File: config.mk
export PLATFORM = sky130hd
export DESIGN_NAME = apb_master
export DESIGN_NICKNAME = d
export VERILOG_FILES = /design/src/rtl/apb_master.sv
export SDC_FILE = /design/constraint.sdc
export NUM_CORES = 1
export LEC_CHECK = 0
export CAP_MARGIN = 25
export CELL_PAD_IN_SITES_DETAIL_PLACEMENT = 0
export CELL_PAD_IN_SITES_GLOBAL_PLACEMENT = 2
export CORE_MARGIN = 2
export CORE_UTILIZATION = 25
export CTS_BUF_LIST = sky130_fd_sc_hd__clkbuf_16
export CTS_CLUSTER_DIAMETER = 200
export CTS_CLUSTER_SIZE = 24
export DETAILED_ROUTE_END_ITERATION = 10
export HOLD_SLACK_MARGIN = 0.06
export PLACE_DENSITY_LB_ADDON = 0.12
export SLEW_MARGIN = 20
export SYNTH_ARGS = -nofsm -noshare
export SYNTH_HDL_FRONTEND = slang
export SYNTH_SLANG_ARGS = --single-unit
File: constraint.sdc
create_clock -name PCLK -period 1.3 [get_ports PCLK]
set_input_delay 0.26 -clock PCLK [delete_from_list [all_inputs] [get_ports PCLK]]
set_output_delay 0.26 -clock PCLK [all_outputs]
set_load 0.005 [all_outputs]
File: src/rtl/apb_master.sv
// apb_master: single-outstanding APB requester.
//   A valid/ready command port is turned into one APB SETUP/ACCESS transfer
//   at a time. Completion is reported on a one-cycle RSP_VALID strobe that
//   carries the read data, the slave error and (optionally) a timeout flag.
//
// Ports
//   PCLK, PRESET       clock (rising edge), synchronous active-high reset
//   CMD_VALID/READY    command handshake; CMD_WRITE/ADDR/WDATA captured on accept
//   RSP_VALID          one-cycle completion strobe
//   RSP_RDATA          read data (0 for writes and timeouts), held until next RSP
//   RSP_ERROR          PSLVERR captured, or timeout
//   RSP_TIMEOUT        transfer aborted because PREADY never arrived
//   PSELx, PENABLE, PWRITE, PADDR, PWDATA   APB requester outputs
//   PRDATA, PREADY, PSLVERR                 APB completer inputs
//
// Build option
//   APB_MASTER_TIMEOUT_EN  when defined, an ACCESS phase with PREADY low for
//                          TIMEOUT_CYCLES cycles is aborted. When undefined,
//                          ACCESS waits forever and RSP_TIMEOUT stays 0.
//
// Every output is a flop; the combinational process computes next values.
module apb_master #(
  parameter int ADDR_W         = 32,
  parameter int DATA_W         = 32,
  parameter int TIMEOUT_CYCLES = 256
) (
  input  logic              PCLK,
  input  logic              PRESET,
  input  logic              CMD_VALID,
  output logic              CMD_READY,
  input  logic              CMD_WRITE,
  input  logic [ADDR_W-1:0] CMD_ADDR,
  input  logic [DATA_W-1:0] CMD_WDATA,
  output logic              RSP_VALID,
  output logic [DATA_W-1:0] RSP_RDATA,
  output logic              RSP_ERROR,
  output logic              RSP_TIMEOUT,
  output logic              PSELx,
  output logic              PENABLE,
  output logic              PWRITE,
  output logic [ADDR_W-1:0] PADDR,
  output logic [DATA_W-1:0] PWDATA,
  input  logic [DATA_W-1:0] PRDATA,
  input  logic              PREADY,
  input  logic              PSLVERR
);

  typedef enum logic [1:0] {IDLE, SETUP, ACCESS} state_t;

  state_t              state, state_nxt;
  logic                cmd_ready_nxt, rsp_valid_nxt, rsp_error_nxt, rsp_timeout_nxt;
  logic                psel_nxt, penable_nxt, pwrite_nxt;
  logic [ADDR_W-1:0]   paddr_nxt;
  logic [DATA_W-1:0]   pwdata_nxt, rsp_rdata_nxt;

`ifdef APB_MASTER_TIMEOUT_EN
  // Counts ACCESS cycles that ended with PREADY low. On the last allowed
  // cycle it equals TIMEOUT_CYCLES-1.
  localparam logic [15:0] WAIT_LAST = 16'(TIMEOUT_CYCLES - 1);
  logic [15:0]         wait_cnt, wait_cnt_nxt;
`else
  logic                unused_timeout_param;
  assign unused_timeout_param = ^(16'(TIMEOUT_CYCLES));
`endif

  always_ff @(posedge PCLK) begin
    if (PRESET) begin
      state       <= IDLE;
      CMD_READY   <= 1'b1;
      RSP_VALID   <= 1'b0;
      RSP_RDATA   <= '0;
      RSP_ERROR   <= 1'b0;
      RSP_TIMEOUT <= 1'b0;
      PSELx       <= 1'b0;
      PENABLE     <= 1'b0;
      PWRITE      <= 1'b0;
      PADDR       <= '0;
      PWDATA      <= '0;
`ifdef APB_MASTER_TIMEOUT_EN
      wait_cnt    <= '0;
`endif
    end else begin
      state       <= state_nxt;
      CMD_READY   <= cmd_ready_nxt;
      RSP_VALID   <= rsp_valid_nxt;
      RSP_RDATA   <= rsp_rdata_nxt;
      RSP_ERROR   <= rsp_error_nxt;
      RSP_TIMEOUT <= rsp_timeout_nxt;
      PSELx       <= psel_nxt;
      PENABLE     <= penable_nxt;
      PWRITE      <= pwrite_nxt;
      PADDR       <= paddr_nxt;
      PWDATA      <= pwdata_nxt;
`ifdef APB_MASTER_TIMEOUT_EN
      wait_cnt    <= wait_cnt_nxt;
`endif
    end
  end

  always_comb begin
    state_nxt       = state;
    cmd_ready_nxt   = CMD_READY;
    rsp_valid_nxt   = 1'b0;
    rsp_rdata_nxt   = RSP_RDATA;
    rsp_error_nxt   = RSP_ERROR;
    rsp_timeout_nxt = RSP_TIMEOUT;
    psel_nxt        = PSELx;
    penable_nxt     = PENABLE;
    pwrite_nxt      = PWRITE;
    paddr_nxt       = PADDR;
    pwdata_nxt      = PWDATA;
`ifdef APB_MASTER_TIMEOUT_EN
    wait_cnt_nxt    = wait_cnt;
`endif
    unique case (state)
      IDLE: begin
        if (CMD_VALID) begin
          state_nxt     = SETUP;
          cmd_ready_nxt = 1'b0;
          psel_nxt      = 1'b1;
          penable_nxt   = 1'b0;
          pwrite_nxt    = CMD_WRITE;
          paddr_nxt     = CMD_ADDR;
          pwdata_nxt    = CMD_WDATA;
        end
      end
      SETUP: begin
        state_nxt   = ACCESS;
        penable_nxt = 1'b1;
`ifdef APB_MASTER_TIMEOUT_EN
        wait_cnt_nxt = '0;
`endif
      end
      ACCESS: begin
        // PREADY on the last allowed cycle still completes normally, so the
        // completion branch is checked before the timeout branch.
        if (PREADY) begin
          state_nxt       = IDLE;
          cmd_ready_nxt   = 1'b1;
          psel_nxt        = 1'b0;
          penable_nxt     = 1'b0;
          rsp_valid_nxt   = 1'b1;
          rsp_rdata_nxt   = PWRITE ? '0 : PRDATA;
          rsp_error_nxt   = PSLVERR;
          rsp_timeout_nxt = 1'b0;
        end
`ifdef APB_MASTER_TIMEOUT_EN
        else if (wait_cnt == WAIT_LAST) begin
          state_nxt       = IDLE;
          cmd_ready_nxt   = 1'b1;
          psel_nxt        = 1'b0;
          penable_nxt     = 1'b0;
          rsp_valid_nxt   = 1'b1;
          rsp_rdata_nxt   = '0;
          rsp_error_nxt   = 1'b1;
          rsp_timeout_nxt = 1'b1;
        end else begin
          wait_cnt_nxt = wait_cnt + 16'd1;
        end
`endif
      end
      default: state_nxt = IDLE;
    endcase
  end

endmodule

# --- Word level (Yosys, flattened, before mapping) ---
# Cells that the tools add are included.
op_classes:
  n_bitwise: 1
  n_eq_ne: 4
  mux: 12
  reduce_logical: 9
ops:
  columns: ["cell", "n"]
  rows:
  - ["32-bit 2-to-1 mux", 1]
  - ["2-bit case mux with 3 select lines", 1]
  - ["2-bit AND reduction", 3]
  - ["3-bit AND reduction", 2]
  - ["1-bit 2-to-1 mux", 5]
  - ["2-bit 2-to-1 mux", 2]
  - ["2-bit != test (second input constant)", 2]
  - ["1-bit case mux with 2 select lines", 2]
  - ["1-bit case mux with 3 select lines", 1]
  - ["3-bit nonzero test", 1]
  - ["2-bit by 1-bit equality test with 1-bit output (second input constant)", 1]
  - ["2-bit equality test (second input constant)", 1]
  - ["2-bit zero test", 1]
  - ["2-bit nonzero test", 1]
  - ["2-bit OR reduction", 1]
  - ["1-bit NOT", 1]
word_totals:
  output_inout_bits: 103
  word_cells: 36
  input_bits: 102
  regBits: 104

# --- Longest topological paths before layout ---
depth:
  depth_word: 3
  mapped_depth: 4
  mapped_depth_nobuf: 2

# --- Worst setup path after synthesis ---
# Ideal clock, no wire load.
synth_timing:
  kind: "register -> register"
  startpoint: "register state[1]"
  endpoint: "register PADDR[0]"
  setup_slack_ns: 0.165
  stages_incl_launch_ff: 5
  path_buffers: 2
  required_time_ns: 1.228
  period_less_slack_ns: 1.135
  arrival_ns: 1.064
  path_cell_list: "dfxtp_1 > nor3b_2 > buf_4 > buf_6 > mux2i_1"
synth_via:
  elab_chain_len: 2
synth_lines:
  columns: ["element", "line", "source"]
  rows:
  - ["from (decl)", "50", "state_t state, state_nxt;"]
  - ["from (signal assigned)", "83", "state <= state_nxt;"]
  - ["2-bit zero test", "115", "unique case (state)"]
  - ["2-bit AND reduction (no line)", null, null]
  - ["to (signal assigned)", "92", "PADDR <= paddr_nxt;"]
  - ["to (decl)", "41", "output logic [ADDR_W-1:0] PADDR,"]
# No other way between the ends.
# A chain may end at the register's enable or synchronous reset.

# --- Worst setup path after layout ---
layout_timing:
  startpoint: "register state[1]"
  endpoint: "register PADDR[17]"
# The elaborated chain is that of the path after synthesis.

==> impl_results.md <==
* Hold buffer count at CTS at 0
* Crit path launch type: flop
* Worst setup margin at 59.5 ps
* Pre-CTS setup slack at -338 ps
* Dominant cells by area after synthesis: dfxtp_1 44%, nand2b_1 22%, mux2i_1 21%, or3b_1 6.3%, buf_6 2.2%
* Count leader, synth: nand2b_1
* Buffers added on ports at 203
* DRC Markers at 0
* Dpl cells at 881
* Wire per inst at 14.2 um
* TNS Setup at 0 ps
* DRT Wirelength at 12700 um
* 1st-pass router iterations at 4
* Cells after synthesis at 451
* Number of flops mapped to enable cells by yosys at 0
* Crit share post-route at 95.4%
* Max-Cap Viols at 0
* Core box area at 0.0186 mm2
* PwrDens at 974 mW/mm2
* Worst EP arrival at 1510 ps
* ANT cells at 0
* Shortest period the worst path allows at 1240 ps
* Cell taking the most area after synthesis: dfxtp_1
* Starting Density at 25.3%
* First-pass GRT wire length at 20000 um
* Main synth FF type: dfxtp_1
* Most common library cells after synthesis: 167 x nand2b_1, 104 x dfxtp_1, 98 x mux2i_1
* WHS at 261 ps
* Clk pin slew, worst setup/hold paths at 70 ps
* Nets at 764
* Pin count of the biggest net entering global routing at 29
* F_max at 806 MHz
* Crit path max fanout at 12
* CP Class: flop to flop
* Critical Path RT at 1570 ps
* Post-synth top area share at 44.3%
* Maximum VDD drop at 0.580 mV
* Fin cells at 900
* Syn_nets at 553
* Worst Skew at 4.85 ps
* Final HPWL DP at 9210 um
* CTS Sinks at 104
* Final hold violations at 0
* ANT nets after route at 0
* Finished Cell Area at 0.00749 mm2
* Clock Path Buffers at 2
* GRT overflow at 0
* Vias per cell at 4.13
* Antenna violations before repair at 0
* Ports at 205
* CTS tree: done
* Root buffer cell: clkbuf_16
* 1st-iter DRT viols at 51
* Cell area after synthesis at 0.00470 mm2
* Final setup vio count at 0
* Worst-skew pair later-pin latency at 340 ps
* Register area share after synthesis at 44.3%
* Standard-cell row count at 50
* Slew Limit Fails at 0
* Post-layout util at 40.3%
* Status: completed
* FILL cells at 1838
* Routed vias at 3717
* Die area at 0.0199 mm2
* Cts bufs inserted at 9
* Die extent in y at 141 um
* Synth unique cells at 17
* Cell Area, Placed at 0.00725 mm2
* Area grow syn2layout at 59.3%
* Hold WC Path Type: input pin to flop
* Synth Area per Inst at 10.4 um2
* Static Leak at 3.26 nW
* GP Congestion at 0.705
* Endpoint class of the critical path: flop
* Chip width at 141 um
* Synth Warn # at 0
* Synth async-reset ratio at 0%
* Total Power at 7.30 mW
* Seq cells post-synth at 104
* GRT Total Usage at 12.7%
* CTS H-tree depth at 3
* RSZ-0062 raised after global routing: yes
* Vias in the first global route at 3881
* Ratio of cells with drive above 1 in the final layout at 10.8%
==> timing repair <==
action                                  in CTS  in global routing
resized for setup                          121                  7
buffers inserted                             0                  1
endpoints found under the setup margin     102                 77
gates cloned                                 0                  3
pin swaps                                    0                  1
==> registers in the layout (all words and copies together) (netlist names), 2 cells and up <==
name,cells
PADDR,32
PWDATA,32
RSP_RDATA,32
state,2
==> cell type report <==
cell class                 instances  area (um2)  area share, %
tap                              234         293           3.91
sequential                       104        2110           28.1
clock inverter                     6        28.8          0.384
timing repair buffer             237        2420           32.3
multi-input combinational        310        2420           32.3
clock buffer                       9         225           3.01
==> placed cells by master (no fill, tap or decap), types with 11 or more instances in the layout <==
master and n:
buf_4 14, dlygate4sd2_1 102, clkbuf_16 11, mux2i_1 97
or3b_1 34, dfxtp_1 83, dfxtp_2 21, clkdlybuf4s50_1 99
buf_12 17, nand2b_1 167
==> path summary, 6_finish.rpt <==
path | from | end | slack (ps) | depth (start not counted)
hold reg to reg | CMD_READY$_SDFFE_PP1P_ | CMD_READY$_SDFFE_PP1P_ | 460 | 1
setup / recovery | state[1]$_SDFFE_PP0P_ | PADDR[17]$_SDFFE_PP0P_ | 60 | 4
setup reg to reg | state[1]$_SDFFE_PP0P_ | PADDR[17]$_SDFFE_PP0P_ | 60 | 4
hold / removal | CMD_VALID | PENABLE$_SDFFE_PP0P_ | 260 | 3
==> worst max-delay path, stage by stage (launching register included) <==
cell     delay, ps
dfxtp_2        360
nor3b_4        250
buf_12         190
buf_12         160
mux2i_1        190
==> per-layer routing <==
layer	global-route usage [%]	wire length [um]	up-vias	share of wire (%)
li1	-	-	1905	-
met2	20.9	5940	111	47
met3	4.25	999	12	7.8
met1	15.2	5590	1689	44
met5	0	0	-	0
met4	5.05	211	0	1.7
==> power breakdown <==
group          total, mW  internal, mW  switching, mW  leakage (nW)
combinational       1.37         0.888          0.478          2.27
clock               2.46          1.26           1.20         0.127
sequential          3.47          3.37         0.0966         0.859
==> cell families after synthesis <==
logic type / after synthesis / synth area share [%]
multiplexers: 98 / 20.9
flip-flops: 104 / 44.3
buffers and inverters: 37 / 4.63
AO/OA/AOI/OAI: 4 / 0.745
AND/OR/NAND/NOR: 207 / 29.4
other: 1 / 0.0797
Power figures use the tool's default switching activity.
